<file path="config.mk">
export PLATFORM = sky130hd
export DESIGN_NAME = store_buffer
export DESIGN_NICKNAME = d
export VERILOG_FILES = /design/src/rtl/store_buffer.sv
export SDC_FILE = /design/constraint.sdc
export NUM_CORES = 1
export LEC_CHECK = 0
export BUFFER_PORTS_ARGS = -buffer_cell sky130_fd_sc_hd__clkbuf_2
export CAP_MARGIN = 15
export CELL_PAD_IN_SITES_DETAIL_PLACEMENT = 1
export CELL_PAD_IN_SITES_GLOBAL_PLACEMENT = 1
export CORE_UTILIZATION = 35
export DETAILED_ROUTE_END_ITERATION = 7
export PLACE_DENSITY_LB_ADDON = 0.15
export SYNTH_ARGS = -nofsm -noshare
export SYNTH_HDL_FRONTEND = slang
export SYNTH_SLANG_ARGS = --single-unit
export TNS_END_PERCENT = 50
</file>
<file path="constraint.sdc">
create_clock -name clk_i -period 10.3 [get_ports clk_i]
set_input_delay 2.06 -clock clk_i [delete_from_list [all_inputs] [get_ports clk_i]]
set_output_delay 2.06 -clock clk_i [all_outputs]
set_load 0.01 [all_outputs]
</file>
<file path="src/rtl/store_buffer.sv">
// In-order store buffer: allocates at rename, captures execute results, commits in ROB order
// and drains committed stores to the D-cache write port. Flush drops uncommitted entries.
module store_buffer #(
    parameter int unsigned SB_DEPTH     = 16,
    parameter int unsigned SB_IDX_WIDTH = $clog2(SB_DEPTH),
    parameter int unsigned PLEN         = 32,
    parameter int unsigned XLEN         = 32
) (
    input  logic                    clk_i,
    input  logic                    rst_ni,
    input  logic                    alloc_req_i,
    output logic                    alloc_gnt_o,
    output logic [SB_IDX_WIDTH-1:0] alloc_id_o,
    input  logic                    ex_valid_i,
    input  logic [SB_IDX_WIDTH-1:0] ex_sb_id_i,
    input  logic [PLEN-1:0]         ex_addr_i,
    input  logic [XLEN-1:0]         ex_data_i,
    input  logic [XLEN/8-1:0]       ex_be_i,
    input  logic                    commit_valid_i,
    input  logic [SB_IDX_WIDTH-1:0] commit_sb_id_i,
    input  logic                    flush_i,
    output logic                    dc_req_valid_o,
    input  logic                    dc_req_ready_i,
    output logic [PLEN-1:0]         dc_req_addr_o,
    output logic [XLEN-1:0]         dc_req_data_o,
    output logic [XLEN/8-1:0]       dc_req_be_o,
    output logic                    empty_o
);

    localparam int unsigned PW = SB_IDX_WIDTH + 1;

    // Pointers carry an extra wrap bit so full and empty are distinguishable.
    logic [PW-1:0] head_q, head_d, cmt_q, cmt_d, tail_q, tail_d;
    logic [PW-1:0] count;
    logic [SB_DEPTH-1:0] dv_q, dv_d;

    logic [SB_DEPTH-1:0][PLEN-1:0]   addr_q;
    logic [SB_DEPTH-1:0][XLEN-1:0]   data_q;
    logic [SB_DEPTH-1:0][XLEN/8-1:0] be_q;

    logic [SB_IDX_WIDTH-1:0] head_idx, cmt_idx, tail_idx, ex_off;
    logic ex_hit, alloc_fire, drain_fire;

    assign head_idx = head_q[SB_IDX_WIDTH-1:0];
    assign cmt_idx  = cmt_q[SB_IDX_WIDTH-1:0];
    assign tail_idx = tail_q[SB_IDX_WIDTH-1:0];
    assign count    = tail_q - head_q;

    assign alloc_gnt_o = (count != PW'(SB_DEPTH)) && !flush_i;
    assign alloc_id_o  = tail_idx;
    assign empty_o     = (head_q == tail_q);

    assign dc_req_valid_o = (head_q != cmt_q) && dv_q[head_idx];
    assign dc_req_addr_o  = dc_req_valid_o ? addr_q[head_idx] : '0;
    assign dc_req_data_o  = dc_req_valid_o ? data_q[head_idx] : '0;
    assign dc_req_be_o    = dc_req_valid_o ? be_q[head_idx] : '0;

    // Execute writes only land in the uncommitted window [cmt, tail).
    assign ex_off     = ex_sb_id_i - cmt_idx;
    assign ex_hit     = ex_valid_i && !flush_i && ({1'b0, ex_off} < (tail_q - cmt_q));
    assign alloc_fire = alloc_req_i && alloc_gnt_o;
    assign drain_fire = dc_req_valid_o && dc_req_ready_i;

    always_comb begin
        cmt_d  = cmt_q + PW'(commit_valid_i);
        head_d = head_q + PW'(drain_fire);
        tail_d = tail_q;
        dv_d   = dv_q;
        if (ex_hit) begin
            dv_d[ex_sb_id_i] = 1'b1;
        end
        if (drain_fire) begin
            dv_d[head_idx] = 1'b0;
        end
        if (flush_i) begin
            // Commit in the flush cycle is honoured first; everything younger is dropped.
            tail_d = cmt_d;
            for (int unsigned i = 0; i < SB_DEPTH; i++) begin
                if ({1'b0, SB_IDX_WIDTH'(i) - cmt_d[SB_IDX_WIDTH-1:0]} < (tail_q - cmt_d)) begin
                    dv_d[i] = 1'b0;
                end
            end
        end else if (alloc_fire) begin
            tail_d         = tail_q + PW'(1);
            dv_d[tail_idx] = 1'b0;
        end
    end

    always_ff @(posedge clk_i or negedge rst_ni) begin
        if (!rst_ni) begin
            head_q <= '0;
            cmt_q  <= '0;
            tail_q <= '0;
            dv_q   <= '0;
        end else begin
            head_q <= head_d;
            cmt_q  <= cmt_d;
            tail_q <= tail_d;
            dv_q   <= dv_d;
        end
    end

    // Payload is qualified by dv_q, so it needs no reset.
    always_ff @(posedge clk_i) begin
        if (ex_hit) begin
            addr_q[ex_sb_id_i] <= ex_addr_i;
            data_q[ex_sb_id_i] <= ex_data_i;
            be_q[ex_sb_id_i]   <= ex_be_i;
        end
    end

    a_commit_legal : assert property (@(posedge clk_i) disable iff (!rst_ni)
        commit_valid_i |-> (cmt_q != tail_q) && (commit_sb_id_i == cmt_idx) && dv_q[cmt_idx]);

    a_ptr_order : assert property (@(posedge clk_i) disable iff (!rst_ni)
        ((cmt_q - head_q) <= count) && (count <= PW'(SB_DEPTH)));

endmodule

</file>
==> results of run 1 <==
-- flip-flops by register name (all words and copies together) (netlist names) --
signal	count
head_q	5
tail_q	5
be_q	64
cmt_q	5
data_q	512
addr_q	512
dv_q	16
-- through the flow --
step | cell area (um^2) | hold slack, ns
2_1_floorplan | 44800 | 0.500
3_3_place_gp | 47500 | 0.578
3_5_place_dp | 47500 | 0.583
4_1_cts | 51200 | 0.592
5_1_grt | 51200 | 0.620
6_report | 51200 | 0.585
-- worst max path at each step --
stage	end	from	slack (ns)
5_1_grt	dc_req_addr_o[22]	head_q[0]$_DFF_PN0_	3.26
2_1_floorplan	addr_q[480]$_DFFE_PP_	ex_sb_id_i[0]	1.35
6_report	dc_req_addr_o[22]	head_q[0]$_DFF_PN0_	3.63
3_3_place_gp	be_q[35]$_DFFE_PP_	ex_sb_id_i[0]	4.05
4_1_cts	dc_req_addr_o[22]	head_q[0]$_DFF_PN0_	3.42
3_5_place_dp	addr_q[427]$_DFFE_PP_	ex_sb_id_i[0]	4.06
-- synth_stat cells, types with 12 or more instances --
cell,instances
buf_2,13
a311oi_1,14
nor3_1,14
xnor2_1,14
dfrtp_1,31
buf_1,12
edfxtp_1,1088
o211ai_1,15
nand2_1,26
and3_1,79
ha_1,60
inv_1,49
xor2_1,16
a21oi_1,18
mux4_2,345
nand3_1,12
a31oi_1,23
buf_4,23
o21ai_0,20
nor2_1,30
clkbuf_1,50
-- final cells by class --
class,instances,area (um^2)
antenna,5,12.5
clock buffer,141,3080
clock inverter,79,624
fill,11738,75100
inverter,50,193
multi-input combinational,736,10700
sequential,1119,33500
tap,1650,2060
timing repair buffer,194,1110
-- logic make-up (layout without fill, tap and decap cells) --
kind of cell    Yosys count  after routing
other cells               0              5
mux                     345            345
compound gates          113            113
simple gates            183            183
flops                  1119           1119
fa+ha+maj                63             63
xor+xnor                 32             32
buf+inv                 157            464
-- critical path: cells and delay by family (launching register included) --
family,cells,cell delay (ns)
buffers and inverters,3,1.60
DFF,1,0.78
muxes,2,1.08
and+or+nand+nor,1,0.26
-- layer usage --
metal  vias to the layer above  wire, um
li1                       8951         -
met1                     11768     50800
met2                       497     57800
met3                       155      5640
met4                        14      2390
met5                         -        90
-- placed cells by master (no fill, tap or decap), drive strengths merged, types with 3 or more instances in the layout --
master / synthesis / final
and3: 79 / 79
diode: 0 / 5
o211ai: 15 / 15
fa: 3 / 3
nor3: 15 / 15
nor2: 30 / 30
buf: 57 / 41
clkinvlp: 0 / 6
ha: 60 / 60
nand2: 26 / 26
clkbuf: 50 / 294
o21bai: 3 / 3
a21oi: 18 / 18
and2: 3 / 3
xor2: 16 / 16
nand3: 12 / 12
mux4: 345 / 345
nand2b: 6 / 6
a311oi: 14 / 14
edfxtp: 1088 / 1088
a31oi: 23 / 23
nor2b: 6 / 6
clkinv: 0 / 64
inv: 50 / 53
dfrtp: 31 / 31
o21ai: 20 / 20
xnor2: 15 / 15
a21o: 10 / 10
bufinv: 0 / 6
-- power breakdown --
group	leakage [uW]	internal (uW)	switching, uW
combinational	0.00465	1670	1990
clock	0.00180	2280	1790
sequential	0.0102	5190	159
total	0.0166	9140	3940
==> impl_metrics.json, run 1 <==
{
  "p_per_area_nw_per_um2": 255,
  "worstHoldEndpoint": "head_q[4]$_DFF_PN0_",
  "arrival_ns": 4.61,
  "die_width_um": 360,
  "grt_pass1_vias": 23415,
  "die_y_um": 360,
  "regToRegSetupSlack_ns": 5.71,
  "max_cap_violations": 0,
  "fmax_mhz": 150,
  "cp-end-kind": "primary output",
  "drtIter0Drc": 1592,
  "vias": 21385,
  "vias_per_cell": 5.38,
  "tns_ns": 0,
  "cpMostUsedCell": "mux4_2",
  "gp_congestion": 0.739,
  "placed_cells": 3748,
  "post-route-min-period_ns": 6.67,
  "synth_top_family_by_area": "multiplexers",
  "final_util_pct": 40.5,
  "tightestPinTransition_ns": 1.05,
  "maxSlewViolCount": 0,
  "wl_mm": 117,
  "fin_ws_ns": 3.63,
  "ant_nets": 0,
  "met2_usage_pct": 30.2,
  "grt_pass1_wl_mm": 169,
  "die-area_um2": 129000,
  "syn_inst": 2012,
  "rows": 130,
  "startpoint_type": "flip-flop",
  "grt_usage_pct": 18.2,
  "hold_start": "head_q[4]$_DFF_PN0_",
  "synthToLayoutAreaGrowth_pct": 14.4,
  "slowest_delay_ns": 0.81,
  "power_uw": 13100,
  "synthTopCellsByArea": "edfxtp_1, mux4_2, dfrtp_1",
  "synth-simple-area-share_pct": 2.19,
  "r2r_cells": 12,
  "place_ws_ns": 4.06,
  "synth_top_cell_area_share_pct": 72.9,
  "synth-seq-cells": 1119,
  "syn_nets": 2158,
  "clock_latency_ns": 0.72,
  "yosysSeqAreaShare_pct": 74.6,
  "drc": 0,
  "leakage_uw": 0.0166,
  "synthArstFlopShare_pct": 2.77,
  "required_ns": 8.24,
  "hold_class": "reg2reg",
  "cts_hold_buf": 0,
  "syn-cell-area_um2": 44800,
  "routedWlPerCell_um": 29.4,
  "floorplan.initialDensity_pct": 35.5,
  "io_pins": 158,
  "io_buffers": 153,
  "grt_setup_unrepaired": "false",
  "post-route-period-util_pct": 64.7,
  "busiest_layer": "met2",
  "yosysWarnings": 0,
  "fin_cells": 3974,
  "antenna_found_initial": 13,
  "cp_slowest_cell": "buf_4",
  "r2r_start": "tail_q[0]$_DFFE_PN0P_",
  "max-slew-margin-rel_pct": 30.2,
  "setup_viol": 0,
  "synthAdderAreaFrac_pct": 1.81,
  "cts_tree": "built",
  "clock-sinks": 1119,
  "cts_resized": 0,
  "synth_compound_area_share_pct": 1.66,
  "fin_nets": 2366,
  "r2r_end": "addr_q[215]$_DFFE_PP_",
  "synth_edf_count": 1088,
  "cp_max_fo": 94,
  "grt_use_met1_pct": 24.8,
  "path_cells": "buf_12, buf_4, mux4_2, mux4_2, and3_1, clkbuf_2",
  "synth.largest_area_cell": "edfxtp_1",
  "first_pass_iters": 5,
  "cts_buffers": 119,
  "synthFlopType": "edfxtp_1",
  "clk_pin_slew_ns": 0.06,
  "h-tree-depth": 3,
  "critPathKind": "reg2out",
  "synth_xor_area_share_pct": 0.673,
  "status": "complete, no violations",
  "use_met3_pct": 2.93,
  "grt-ovfl-total": 0,
  "post_cts_buffers": 0,
  "final_layout_size_suffix_gt1_share_pct": 31.3,
  "skew_ns": 0.0277,
  "core-area_um2": 126000,
  "root_buffer": "clkbuf_16",
  "synth_mux_area_share_pct": 17.3,
  "hpwlAfterDp_mm": 58.4,
  "holdPathStages": 1,
  "cts_buffer_depth": 3,
  "ir_drop_uv": 189,
  "synth.avg_cell_area_um2": 22.3,
  "grt_max_degree": 135,
  "ys_types": 43,
  "hold_viol_final": 0
}
(Power assumes the default switching activity.)
==> inputs of run 2 (changes only) <==
==> constraint.sdc (replaced) <==
create_clock -name clk_i -period 5.6 [get_ports clk_i]
set_input_delay 1.12 -clock clk_i [delete_from_list [all_inputs] [get_ports clk_i]]
set_output_delay 1.12 -clock clk_i [all_outputs]
set_load 0.01 [all_outputs]
==> impl_metrics.json, run 2 (synthesized netlist as in run 1, its figures left out) <==
{
  "vias_per_cell": 5.33,
  "fmax_mhz": 194,
  "grt_setup_unrepaired": "false",
  "p_per_area_nw_per_um2": 471,
  "drc": 0,
  "io_pins": 158,
  "cts_buffers": 119,
  "arrival_ns": 4.04,
  "fill_cells": 11719,
  "maxSlewViolCount": 0,
  "die_width_um": 360,
  "die_y_um": 360,
  "path_cells": "mux4_2, mux4_4, and3_1, clkbuf_2",
  "routedWlPerCell_um": 28.3,
  "cp_max_fo": 70,
  "grt_pass1_wl_mm": 166,
  "clk_pin_slew_ns": 0.06,
  "reg_top3": "addr_q x512, data_q x512, be_q x64",
  "required_ns": 4.48,
  "h-tree-depth": 3,
  "first_pass_iters": 5,
  "clock-sinks": 1119,
  "tightestPinTransition_ns": 1.15,
  "r2r_end": "data_q[192]$_DFFE_PP_",
  "cts_tree": "built",
  "cts_hold_buf": 0,
  "wl_mm": 113,
  "slowest_delay_ns": 1.10,
  "path_depth": 4,
  "cp-end-kind": "primary output",
  "fin_nets": 2379,
  "hold_class": "in2async",
  "final_layout_size_suffix_gt1_share_pct": 32.1,
  "status": "complete, no violations",
  "post_cts_buffers": 0,
  "setup_viol": 0,
  "startpoint": "head_q[0]$_DFF_PN0_",
  "die-area_um2": 129000,
  "ant_nets": 0,
  "core-area_um2": 126000,
  "path_delay_family": "multiplexers",
  "cts_resized": 0,
  "critPathKind": "reg2out",
  "rows": 130,
  "grt_pass1_vias": 23339,
  "synthToLayoutAreaGrowth_pct": 15.9,
  "layout_common_cells": "edfxtp_1, mux4_2, clkbuf_2, clkbuf_16, and3_1",
  "drtIter0Drc": 1602,
  "crit_end": "dc_req_data_o[14]",
  "post-route-min-period_ns": 5.16,
  "power_uw": 24500,
  "r2r_cells": 11,
  "skew_ns": 0.0221,
  "final_util_pct": 41.1,
  "hold_viol_final": 0,
  "use_met3_pct": 2.98,
  "floorplan.initialDensity_pct": 35.5,
  "grt-ovfl-total": 0,
  "ir_drop_uv": 427,
  "antenna_found_initial": 14,
  "grt_usage_pct": 17.6,
  "vias": 21245,
  "regToRegSetupSlack_ns": 1.46,
  "met2_usage_pct": 29.5,
  "io_buffers": 153,
  "busiest_layer": "met2",
  "post-route-period-util_pct": 92.1,
  "max-slew-margin-rel_pct": 23.1,
  "cts_buffer_depth": 3,
  "final_common_cell": "edfxtp_1",
  "leakage_uw": 0.0170,
  "max_cap_violations": 0,
  "cp_slowest_cell": "mux4_4",
  "r2r_start": "tail_q[0]$_DFFE_PN0P_",
  "critPathBufInv": 1,
  "gp_congestion": 0.772,
  "startpoint_type": "flip-flop",
  "hpwlAfterDp_mm": 60.1,
  "grt_use_met1_pct": 23.9,
  "root_buffer": "clkbuf_16",
  "clock_latency_ns": 0.74,
  "grt_max_degree": 110
}
## run 2: changes by cell type in the layout (fill, tap and decap cells not counted), sizes merged
| cell | delta |
|---|---|
| buf | +13 |
| bufinv | +7 |
| clkbuf | -1 |
| clkinv | -1 |
| clkinvlp | -5 |
| diode | -2 |
| inv | +1 |
## run 2: final cells by class
type	instances	area, um^2	share of cell area, %
sequential	1119	33500	64.4
multi-input combinational	736	10800	20.7
clock buffer	140	3120	6.00
tap	1650	2060	3.97
timing repair buffer	207	1570	3.02
clock inverter	81	779	1.50
inverter	50	193	0.371
antenna	3	7.51	0.0145
## run 2: how the worst min path moves through the flow
| stage | start | end | slack [ns] | cells after the start |
|---|---|---|---|---|
| finish | rst_ni | tail_q[0]$_DFFE_PN0P_ | 0.49 | 1 |
| detailed placement | head_q[4]$_DFF_PN0_ | head_q[4]$_DFF_PN0_ | 0.58 | 1 |
| global route | rst_ni | tail_q[0]$_DFFE_PN0P_ | 0.51 | 1 |
| floorplan | head_q[4]$_DFF_PN0_ | head_q[4]$_DFF_PN0_ | 0.50 | 1 |
| global placement | head_q[4]$_DFF_PN0_ | head_q[4]$_DFF_PN0_ | 0.57 | 1 |
| CTS | rst_ni | dv_q[13]$_DFF_PN0_ | 0.44 | 1 |
## run 2: layer usage
layer / part of all wire [%] / wire length [um] / vias to the layer above
li1: - / - / 8975
met1: 44 / 49400 / 11649
met2: 50 / 56300 / 448
met3: 4.3 / 4900 / 157
met4: 1.8 / 1980 / 16
met5: 0.091 / 103 / -
## run 2: power breakdown
group	total, uW	leakage [uW]	switching [uW]	internal, uW
combinational	6810	0.00487	3690	3120
sequential	9810	0.0102	270	9540
clock	7860	0.00193	3290	4570
total	24500	0.0170	7250	17200
## run 2: through the flow
step	TNS, ns	cells	setup WS (ns)	hold slack, ns	instance area [um^2]
6_report	0	3986	0.442	0.486	52000
5_1_grt	0	3983	0.196	0.513	51900
4_1_cts	0	3983	0.294	0.437	51900
3_5_place_dp	0	3762	0.884	0.576	48000
3_3_place_gp	0	3762	0.891	0.569	48000
2_1_floorplan	-226.73	2012	-0.385	0.500	44900
==> inputs of run 3 (changes only) <==
--- a/config.mk
+++ b/config.mk
@@ -5,6 +5,7 @@
 export SDC_FILE = /design/constraint.sdc
 export NUM_CORES = 1
 export LEC_CHECK = 0
+export ABC_AREA = 1
 export BUFFER_PORTS_ARGS = -buffer_cell sky130_fd_sc_hd__clkbuf_2
 export CAP_MARGIN = 15
 export CELL_PAD_IN_SITES_DETAIL_PLACEMENT = 1
==> impl_metrics.json, run 3 <==
{
  "status": "complete, no violations",
  "yosysSeqAreaShare_pct": 77.7,
  "synthTopCellsByArea": "edfxtp_1, o22ai_1, o21ai_0",
  "final_util_pct": 40.7,
  "cp_slowest_cell": "nor2_1",
  "place_area_um2": 45800,
  "io_pins": 158,
  "post-route-min-period_ns": 4.89,
  "tightestPinTransition_ns": 1.19,
  "synth.largest_area_cell": "edfxtp_1",
  "skew_ns": 0.0357,
  "cp_max_fo": 49,
  "met2_usage_pct": 34.7,
  "fill_cells": 12078,
  "synth_top_cell_area_share_pct": 75.9,
  "first_pass_iters": 5,
  "grt_pass1_vias": 27524,
  "die_y_um": 353,
  "fin_cells": 4699,
  "cp-end-kind": "primary output",
  "maxSlewViolCount": 0,
  "root_buffer": "clkbuf_16",
  "grt_pass1_wl_mm": 183,
  "grt_use_met1_pct": 25.2,
  "tns_ns": 0,
  "cts_buffer_depth": 3,
  "drtIter0Drc": 1701,
  "synth.avg_cell_area_um2": 15.4,
  "layout_common_cells": "edfxtp_1, o22ai_1, o21ai_0, clkbuf_2, nand2_1",
  "ys_top_cells_by_count": "edfxtp_1, o22ai_1, o21ai_0",
  "grt_usage_pct": 19.7,
  "clock_latency_ns": 0.73,
  "syn-cell-area_um2": 43100,
  "post_cts_buffers": 0,
  "final_layout_size_suffix_gt1_share_pct": 13.9,
  "fin_nets": 3118,
  "clock-sinks": 1119,
  "p_per_area_nw_per_um2": 510,
  "fmax_mhz": 205,
  "ir_drop_uv": 385,
  "max-slew-margin-rel_pct": 20.4,
  "hold_viol_final": 0,
  "syn_inst": 2803,
  "startpoint_type": "flip-flop",
  "die_width_um": 353,
  "leakage_uw": 0.0163,
  "core-area_um2": 122000,
  "synthToLayoutAreaGrowth_pct": 15.3,
  "rows": 128,
  "reg_top3": "addr_q x512, data_q x512, be_q x64",
  "synth-seq-cells": 1119,
  "hold_class": "in2async",
  "die-area_um2": 124000,
  "critPathKind": "reg2out",
  "grt_max_degree": 129,
  "placed_cells": 4476,
  "wl_mm": 124,
  "final_common_cell": "edfxtp_1",
  "max_cap_violations": 0,
  "yosysWarnings": 0,
  "use_met3_pct": 3.23,
  "fin_area_um2": 49600,
  "cts_buffers": 119,
  "routedWlPerCell_um": 26.4,
  "syn_nets": 2949,
  "cts_resized": 0,
  "required_ns": 4.48,
  "drc": 0,
  "cts_tree": "built",
  "post-route-period-util_pct": 87.3,
  "io_buffers": 153,
  "vias": 25559,
  "gp_congestion": 0.771,
  "cts_hold_buf": 0,
  "synth_edf_count": 1088,
  "hpwlAfterDp_mm": 65.0,
  "floorplan.initialDensity_pct": 35.3,
  "grt-ovfl-total": 0,
  "ys_types": 36,
  "h-tree-depth": 3,
  "antenna_found_initial": 13,
  "synthFlopType": "edfxtp_1",
  "grt_setup_unrepaired": "false",
  "busiest_layer": "met2",
  "synthArstFlopShare_pct": 2.77,
  "slowest_delay_ns": 0.65,
  "holdWs_ns": 0.551,
  "vias_per_cell": 5.44,
  "setup_viol": 0,
  "ant_nets": 0,
  "path_cells": "inv_2, nor2_4, buf_4, nand2_1, nand2_1, inv_2, nand2_4, nand2_4, nor2_1, clkbuf_2",
  "synth.most_common_cell": "edfxtp_1",
  "clk_pin_slew_ns": 0.06,
  "arrival_ns": 3.77
}
run 3: logic make-up after synthesis:
logic type               count (synthesis)  share of synthesized area (%)
XOR/XNOR                                30                          0.645
buffers and inverters                  289                           3.35
AO/OA/AOI/OAI                          876                           11.8
AND/OR/NAND/NOR                        426                           4.59
flip-flops                            1119                           77.7
adder cells (fa/ha/maj)                 63                           1.88
run 3: metal layers:
layer  part of all wire, %  up-vias
met1                    43    13500
met4                   1.8       18
met2                    51      427
li1                      -    11444
met5                 0.088        -
met3                   3.9      170
run 3: stage by stage:
stage,total power [uW],setup slack [ns]
6_report,25300,0.711
5_1_grt,26800,0.508
4_1_cts,25700,0.578
3_5_place_dp,18000,0.967
3_3_place_gp,17800,0.968
2_1_floorplan,15200,-0.457
run 3: cell type report:
type | count | area (um^2) | share of cell area (%)
Clock buffer | 164 | 3230 | 6.51
Sequential cell | 1119 | 33400 | 67.4
Tap cell | 1625 | 2030 | 4.10
Timing Repair Buffer | 219 | 1650 | 3.32
Inverter | 118 | 487 | 0.981
Clock inverter | 56 | 551 | 1.11
Antenna cell | 3 | 7.51 | 0.0151
Multi-Input combinational cell | 1395 | 8220 | 16.6
run 3: worst paths after layout:
check | startpoint | to | slack [ns] | cells past startpoint
max reg2reg | tail_q[0]$_DFFE_PN0P_ | addr_q[403]$_DFFE_PP_ | 1.67 | 13
min in group clk_i | dv_q[2]$_DFF_PN0_ | dv_q[2]$_DFF_PN0_ | 0.60 | 4
max in group asynchronous | rst_ni | head_q[0]$_DFF_PN0_ | 4.45 | 1
max | head_q[3]$_DFF_PN0_ | dc_req_addr_o[27] | 0.71 | 10
min reg2reg | dv_q[2]$_DFF_PN0_ | dv_q[2]$_DFF_PN0_ | 0.60 | 4
min | rst_ni | dv_q[2]$_DFF_PN0_ | 0.55 | 1
run 3: power by group:
| part | leakage (uW) | total [uW] | switching, uW | internal (uW) |
|---|---|---|---|---|
| logic | 0.00430 | 7970 | 5430 | 2540 |
| clock network | 0.00184 | 7640 | 3250 | 4400 |
| registers | 0.0102 | 9720 | 173 | 9550 |
run 3: critical path, delay by kind of cell, from the launching register on:
family,cells,cell delay (ns)
buf+inv,4,0.90
simple gates,6,1.55
flops,1,0.56
